**src/rtl/mod_counter.sv**
```systemverilog
// Programmable-modulus up/down counter with optional enable prescaler,
// wrap/saturate boundary handling, terminal-count pulse and sticky wrap flag.
module mod_counter #(
  parameter int WIDTH    = 8,
  parameter int PRESCALE = 1
) (
  input  logic             c,
  input  logic             rst,
  input  logic             en,
  input  logic             clr,
  input  logic             load,
  input  logic [WIDTH-1:0] load_val,
  input  logic             up,
  input  logic             sat_mode,
  input  logic [WIDTH-1:0] limit,
  input  logic             wrap_clr,
  output logic [WIDTH-1:0] count,
  output logic             tc,
  output logic             wrapped,
  output logic             at_bound
);

  logic             advance;
  logic             step;
  logic             wrap_ev;
  logic [WIDTH-1:0] load_clamped;

  assign advance      = en & ~clr & ~load;
  assign load_clamped = (load_val > limit) ? limit : load_val;
  assign at_bound     = up ? (count == limit) : (count == '0);

  generate
    if (PRESCALE > 1) begin : g_pre
      localparam int PW = $clog2(PRESCALE);
      localparam logic [PW-1:0] PRE_LAST = PW'(PRESCALE - 1);
      logic [PW-1:0] pre;

      // Any clr/load restarts the prescale period from zero.
      always_ff @(posedge c or posedge rst) begin
        if (rst) begin
          pre <= '0;
        end else if (clr || load) begin
          pre <= '0;
        end else if (en) begin
          if (pre == PRE_LAST) pre <= '0;
          else                 pre <= pre + PW'(1);
        end
      end

      assign step = advance & (pre == PRE_LAST);
    end else begin : g_nopre
      assign step = advance;
    end
  endgenerate

  // A wrap is decided against the compare, never by arithmetic overflow.
  always_comb begin
    wrap_ev = 1'b0;
    if (step && !sat_mode) begin
      if (up) wrap_ev = (count >= limit);
      else    wrap_ev = (count == '0);
    end
  end

  always_ff @(posedge c or posedge rst) begin
    if (rst) begin
      count <= '0;
      tc    <= 1'b0;
    end else begin
      tc <= 1'b0;
      if (clr) begin
        count <= '0;
      end else if (load) begin
        count <= load_clamped;
      end else if (step) begin
        if (up) begin
          if (count < limit)  count <= count + WIDTH'(1);
          else if (wrap_ev) begin
            count <= '0;
            tc    <= 1'b1;
          end else            count <= limit;
        end else begin
          if (count > limit)       count <= limit;
          else if (count != '0)    count <= count - WIDTH'(1);
          else if (wrap_ev) begin
            count <= limit;
            tc    <= 1'b1;
          end
        end
      end
    end
  end

  always_ff @(posedge c or posedge rst) begin
    if (rst)           wrapped <= 1'b0;
    else if (wrap_ev)  wrapped <= 1'b1;
    else if (wrap_clr) wrapped <= 1'b0;
  end

endmodule

```
**config.mk**
```make
export PLATFORM = sky130hd
export DESIGN_NAME = mod_counter
export DESIGN_NICKNAME = d
export VERILOG_FILES = /design/src/rtl/mod_counter.sv
export SDC_FILE = /design/constraint.sdc
export NUM_CORES = 1
export LEC_CHECK = 0
export ABC_AREA = 1
export ABC_CLOCK_PERIOD_IN_PS = 2500
export BUFFER_PORTS_ARGS = -buffer_cell sky130_fd_sc_hd__buf_2
export CAP_MARGIN = 20
export CORE_MARGIN = 2
export CORE_UTILIZATION = 35
export CTS_CLUSTER_SIZE = 14
export DETAILED_ROUTE_END_ITERATION = 7
export GPL_TIMING_DRIVEN = 0
export SLEW_MARGIN = 5
export SYNTH_ARGS = -nofsm -noshare
export SYNTH_HDL_FRONTEND = slang
export SYNTH_SLANG_ARGS = --single-unit
```
**constraint.sdc**
```tcl
create_clock -name c -period 2.5 [get_ports c]
set_clock_uncertainty 0.05 [all_clocks]
set_input_delay 0.5 -clock c [delete_from_list [all_inputs] [get_ports c]]
set_output_delay 0.5 -clock c [all_outputs]
set_load 0.02 [all_outputs]
```
==> key figures, run 1 <==
Run status
  • Outcome: finished, final reports clean

Synth
  • Post-synthesis sequential area ratio: 14.2%
  • Syn Area/Cell: 6.26 µm²
  • Syn_nets: 325
  • Synth warnings: 0
  • Netlist cell types: 34
  • Number of synthesized register bits: 10
  • Cells after Synth: 282
  • Mapped cell area: 1760 µm²

Floorplanning
  • Core Region: 4790 µm²
  • FP Rows: 25
  • Starting Density: 36.9%
  • Die W: 75.0 µm
  • IO Count: 35
  • Die extent in y: 75.0 µm
  • Die area: 5620 µm²

Routing
  • # DRC: 0
  • DR iter-0 viols: 114
  • Drt pass-1 iters: 4
  • DR vias: 1,776
  • Final wirelength: 4.86 mm
  • Wire per inst: 12.6 µm
  • Post-route ant nets: 0
  • Routed vias/inst: 4.61

GRT
  • Largest net degree at the start of global routing: 11
  • Total congestion overflow: 0
  • Initial antenna violation count: 0
  • All-Layer GR Usage: 18.8%
  • First-pass GRT wire length: 7.95 mm
  • Vias in the first global route: 1,646

Power and ir drop
  • Pleak: 1.18 nW
  • Sw Pwr: 0.484 mW
  • Power Total: 0.995 mW
  • Logic pwr share: 59.6%
  • Pint: 0.510 mW
  • Clock share of power: 18.1%
  • Power per Cell Area: 484 nW/µm²
  • Power share of the sequential group: 22.3%
  • Peak VDD IR: 0.273 mV
  • Sw Ratio: 48.7%

CTS
  • Hold buffers post-CTS: 0
  • Worst-path clk slew: 50 ps
  • TritonCTS clock tree: done
  • CTS Buffer Depth: 2
  • Htree depth: 1
  • Clk_lat worst skew: 250 ps
  • Clk sinks: 10
  • CTS Buf Count: 3
  • Clock root buffer: clkbuf_8

Job
  • Max_cap viols: 0

Final layout
  • Multi-input logic area: 1330 µm²
  • Syn-to-layout area delta: 16.5%
  • Layout cells sized above 1: 22.3%
  • Reg area: 251 µm²
  • N_diodes: 0
  • Layout net count: 363
  • Final Non-Filler Cells: 385
  • Filler Cell Count: 543

Placement
  • Hpwl dp: 4.04 mm
  • Port Buf Inserts: 33
  • Placed insts: 382
  • Gpl congestion: 0.863

Timing
  • Slew headroom: 67.9%
  • Peak Freq: 0.441 GHz
  • Minimum clock period: 2270 ps
  • Final critical-path share of the clock period: 90.8%
  • Number of setup violations in the final report: 0
  • Setup tns final: 0 ps
  • Worst Tran Pin Value: 481 ps
  • RSZ-0062 raised after global routing: no
  • Final-report max-slew violation count: 0
  • Final Hold Viols: 0

Setup path
  • Reg2reg setup slack: 290 ps
  • Critical Path Start Type: flip-flop
  • Crit-path max cell delay: 430 ps
  • Crit. Startpoint: count[0]
  • WP data arrival: 1720 ps
  • Crit path kind: flip-flop to primary output
  • Worst Reg-to-Reg Cells: 11
  • WP depth: 7
  • CP max-delay cell: dfrtp_2
  • CP Max Fanout: 6
  • Critical Path End: at_bound
  • Crit path cell chain: inv_1 -> ha_1 -> nand2_1 -> nor2_1 -> nand3_1 -> nand2_2 -> buf_2
  • CP endpoint kind: primary output
  • Reg2reg start: count[5]
  • Required time of the critical path: 1950 ps
  • CP delay by family, top: simple AND/OR/NAND/NOR gates
  • RR Endpoint: count[0]
  • Worst Path Buf+Inv: 2

Worst hold path
  • Worst min-delay path class: primary input to async pin
synth_stat cells (all sizes together):
| master | count | area (µm²) |
|---|---|---|
| nand2 | 99 | 412 |
| nor2 | 38 | 188 |
| inv | 35 | 131 |
| nand3 | 29 | 163 |
| ha | 19 | 238 |
| dfrtp | 10 | 250 |
| o21ai | 8 | 40.0 |
| xor2 | 8 | 70.1 |
| a21boi | 7 | 52.6 |
| buf | 7 | 52.5 |
| a21oi | 6 | 30.0 |
| nand3b | 4 | 33.8 |
| nor3 | 3 | 25.0 |
| nand4 | 2 | 25.0 |
| o31ai | 2 | 15.0 |
| a21o | 1 | 7.51 |
| a31oi | 1 | 6.26 |
| clkbuf | 1 | 5.00 |
| nor4 | 1 | 12.5 |
| o211ai | 1 | 7.51 |
worst min-delay path by stage:
stage | slack (ps) | cells after the start | to
3_5_place_dp | 490 | 2 | wrapped
4_1_cts | 230 | 2 | count[5]
6_report | 210 | 2 | tc
2_1_floorplan | 290 | 1 | count[0]
5_1_grt | 260 | 2 | count[5]
3_3_place_gp | 470 | 2 | wrapped
cells by family (layout without fill, tap and decap cells):
group / Yosys count / in the layout / share of synthesized area, %
DFF: 10 / 10 / 14.2
buffers and inverters: 43 / 79 / 10.7
and+or+nand+nor: 176 / 176 / 48.7
AOI/OAI and AO/OA: 26 / 26 / 9.01
xor gates and xnor gates: 8 / 8 / 3.97
adders and majority gates: 19 / 19 / 13.5
area by class of cell:
class                      count  share of cell area [%]
tap                           67                    4.08
timing repair buffer          33                    8.03
sequential                    10                    12.2
clock buffer                   3                    2.01
multi-input combinational    229                    64.5
buffer                         8                    2.80
inverter                      35                    6.39
through the flow:
stage / util (%) / worst slack, ps / cell area [µm²] / hold WS [ps]
after floorplan: - / 546 / 1760 / 290
after global placement: 42.1 / 37.7 / 2010 / 471
after detailed placement: 42.1 / 55.4 / 2010 / 488
after CTS: 42.9 / 133 / 2050 / 226
after global routing: 43.0 / 75.9 / 2060 / 255
final: 43.0 / 231 / 2060 / 211
layout by cell type, fill, tap and decap left out, types with 2 or more instances in the layout:
master     n
xor2_1     8
nand3b_1   3
inv_2      3
dfrtp_1    9
nor2_8     2
nand2_1   89
o21ai_0    4
nor2_2     2
nand4_2    2
ha_1      19
a21boi_1   2
nand2_2    7
a21boi_0   5
buf_6      2
o21ai_1    4
nor2_1    33
buf_2     36
nor3_2     2
o31ai_1    2
a21oi_1    6
inv_1     32
nand2_4    3
buf_4      2
clkbuf_8   3
nand3_1   27
state kept, by name (all words and copies together), names as in the netlist:
name	count
tc	1
wrapped	1
count	8
power groups by stage:
stage	Clock, mW	Combinational [mW]	Sequential, mW
2_1_floorplan	0	0.434	0.237
3_3_place_gp	0	0.590	0.224
3_5_place_dp	0	0.595	0.224
4_1_cts	0.190	0.597	0.221
5_1_grt	0.190	0.681	0.226
6_report	0.180	0.592	0.222
per-layer routing:
metal  up-vias  wire length [µm]  track usage (%)
li1        971                 -                -
met1       765              2420             27.6
met2        36              2140             29.4
met3         4               257             2.41
met4         0                40             4.17
met5         -                 0                0
timing repair:
| item | 4_1_cts | 5_1_grt |
|---|---|---|
| endpoints found under the setup margin | 0 | 1 |
| buffers inserted | 0 | 0 |
| resized for setup | 0 | 1 |
(Power assumes the default switching activity.)
==> inputs of run 2 (changes only) <==
--- a/config.mk
+++ b/config.mk
@@ -11,6 +11,7 @@
 export CAP_MARGIN = 20
 export CORE_MARGIN = 2
 export CORE_UTILIZATION = 35
+export CTS_BUF_LIST = sky130_fd_sc_hd__clkbuf_4
 export CTS_CLUSTER_SIZE = 14
 export DETAILED_ROUTE_END_ITERATION = 7
 export GPL_TIMING_DRIVEN = 0
==> key figures, run 2 (synthesis gave the netlist of run 1 again) <==
Timing
  • Fin Hold WS: 163 ps (-47.4 ps)
  • Slew headroom: 68.1% (+0.21 points)
  • Final Hold Viols: 0 (unchanged)
  • Final-report max-slew violation count: 0 (unchanged)
  • Minimum clock period: 2340 ps (+75.0 ps)
  • Number of setup violations in the final report: 0 (unchanged)
  • Setup ws final: 156 ps (-75.0 ps)
  • Peak Freq: 0.427 GHz (-3.2%)
  • Worst Tran Pin Value: 478 ps (-3.08 ps)
  • Setup tns final: 0 ps (unchanged)
  • RSZ-0062 raised after global routing: no
  • Final critical-path share of the clock period: 93.8% (+3.0 points)

Setup path
  • Required time of the critical path: 1950 ps (about the same)
  • Crit path cell chain: inv_1 -> ha_1 -> nand2_1 -> nor2_1 -> nand3_1 -> nand2_2 -> buf_2
  • CP delay by family, top: simple AND/OR/NAND/NOR gates
  • Reg2reg start: count[5]
  • WP depth: 7 (unchanged)
  • CP Max Fanout: 6 (unchanged)
  • Critical Path Start Type: flip-flop
  • Crit-path max cell delay: 440 ps (about the same)
  • Reg2reg setup slack: 280 ps (about the same)
  • RR Endpoint: count[0]
  • Crit path kind: flip-flop to primary output
  • Worst Path Buf+Inv: 2 (unchanged)
  • Worst Reg-to-Reg Cells: 11 (unchanged)
  • CP max-delay cell: dfrtp_2
  • WP data arrival: 1790 ps (+70 ps)
  • CP endpoint kind: primary output

Worst hold path
  • Worst min-delay path class: primary input to async pin

Routing
  • Wire per inst: 12.7 µm (+0.82%)
  • Top Layer Used: met4
  • Drt pass-1 iters: 4 (unchanged)
  • DR vias: 1,787 (+0.62%)
  • Final wirelength: 4.90 mm (+0.82%)
  • DR iter-0 viols: 138 (+21%)
  • Routed met3 length: 164 µm (-36%)
  • Met1 Wirelength: 2.51 mm (+3.9%)
  • Post-route ant nets: 0 (unchanged)
  • DR WL met2: 2.15 mm (+0.19%)
  • Routed vias/inst: 4.64 (+0.62%)
  • # DRC: 0 (unchanged)

Final layout
  • Max FFs per register: 8 (unchanged)
  • N_diodes: 0 (unchanged)
  • Multi-input logic area: 1330 µm² (unchanged)
  • Layout cells sized above 1: 22.3% (unchanged)
  • Layout net count: 363 (unchanged)
  • Most frequent cells in the layout: 89 x nand2_1, 36 x buf_2, 33 x nor2_1
  • Final instance area: 2040 µm² (-0.91%)
  • Most common cell after layout, fill and taps aside: nand2_1
  • Filler Cell Count: 543 (unchanged)
  • Syn-to-layout area delta: 15.5%
  • Top reg by flops: count
  • Reg area: 251 µm² (unchanged)
  • Largest regs: count (8), tc (1), wrapped (1)

Floorplanning
  • FP Rows: 25 (unchanged)
  • Die W: 75.0 µm (unchanged)
  • Die area: 5620 µm² (unchanged)
  • Starting Density: 36.9% (unchanged)
  • IO Count: 35 (unchanged)
  • Core Region: 4790 µm² (unchanged)
  • Die extent in y: 75.0 µm (unchanged)

Power and ir drop
  • Pleak: 1.17 nW (-0.66%)
  • Peak VDD IR: 0.274 mV (+0.32%)
  • Power per Cell Area: 462 nW/µm² (-4.4%)

GRT
  • All-Layer GR Usage: 19.1% (+0.25 points)
  • Total congestion overflow: 0 (unchanged)
  • Initial antenna violation count: 0 (unchanged)
  • Largest net degree at the start of global routing: 11 (unchanged)
  • First-pass GRT wire length: 8.03 mm (+1.0%)
  • Vias in the first global route: 1,666 (+1.2%)

Placement
  • Hpwl dp: 4.04 mm (unchanged)
  • Gpl congestion: 0.863 (unchanged)
  • Port Buf Inserts: 33 (unchanged)
  • Worst slack, placed: 55.4 ps (unchanged)
  • Area post-placement: 2010 µm² (unchanged)

CTS
  • Worst-path clk slew: 80 ps (+30 ps)
  • CTS Buf Count: 3 (unchanged)
  • CTS Buffer Depth: 2 (unchanged)
  • Htree depth: 1 (unchanged)
  • Clock root buffer: clkbuf_4
  • TritonCTS clock tree: done
  • Clk sinks: 10 (unchanged)
  • Clk_lat worst skew: 280 ps (+30 ps)
  • Hold buffers post-CTS: 0 (unchanged)

Job
  • Max_cap viols: 0 (unchanged)

Run status
  • Outcome: finished, final reports clean
==> run 2: cell counts in the layout (fill, tap and decap cells not counted) <==
No cell type changed its count.
==> run 2: what timing repair did <==
action	4_1_cts	5_1_grt
gates resized for setup	0	1
endpoints found under the setup margin	0	1
buffers inserted	0	0
==> run 2: where the power goes <==
part           internal (mW)  leakage, nW  switching [mW]
logic                  0.221         1.03           0.373
clock network         0.0560       0.0138          0.0692
registers              0.182        0.130          0.0398
==> run 2: cell type report <==
cell class / count / share of cell area [%]
Buffer: 8 / 2.83
Inverter: 35 / 6.45
Tap cell: 67 / 4.12
Sequential cell: 10 / 12.3
Multi-Input combinational cell: 229 / 65.0
Clock buffer: 3 / 1.11
Timing Repair Buffer: 33 / 8.11
==> run 2: worst max-delay path by stage <==
stage          startpoint  endpoint  slack, ps
5_1_grt          count[0]  at_bound         40
3_3_place_gp     limit[7]  count[5]         40
6_report         count[0]  at_bound        160
2_1_floorplan    count[5]  count[1]        550
3_5_place_dp     limit[7]  count[0]         60
4_1_cts          count[0]  at_bound         90
==> run 2: stage by stage <==
stage	power, mW	utilization, %	instances
after detailed placement	0.819	42.1	382
after CTS	0.950	42.5	385
after global placement	0.814	42.1	382
final	0.942	42.6	385
after global routing	1.04	42.6	385
after floorplan	0.671	-	282
==> run 2: worst reg2reg max path: cells and delay by family, from the launching register on <==
| family | cells | cell delay, ps |
|---|---|---|
| AND/OR/NAND/NOR | 9 | 1040 |
| flip-flops | 1 | 560 |
| AO/OA/AOI/OAI | 1 | 130 |
| adder cells (fa/ha/maj) | 1 | 320 |
==> run 2: routing by layer <==
| metal | vias to the layer above | track usage (%) |
|---|---|---|
| met2 | 26 | 29.4 |
| met4 | 0 | 5.36 |
| li1 | 972 | - |
| met5 | - | 0 |
| met3 | 8 | 2.41 |
| met1 | 781 | 27.9 |
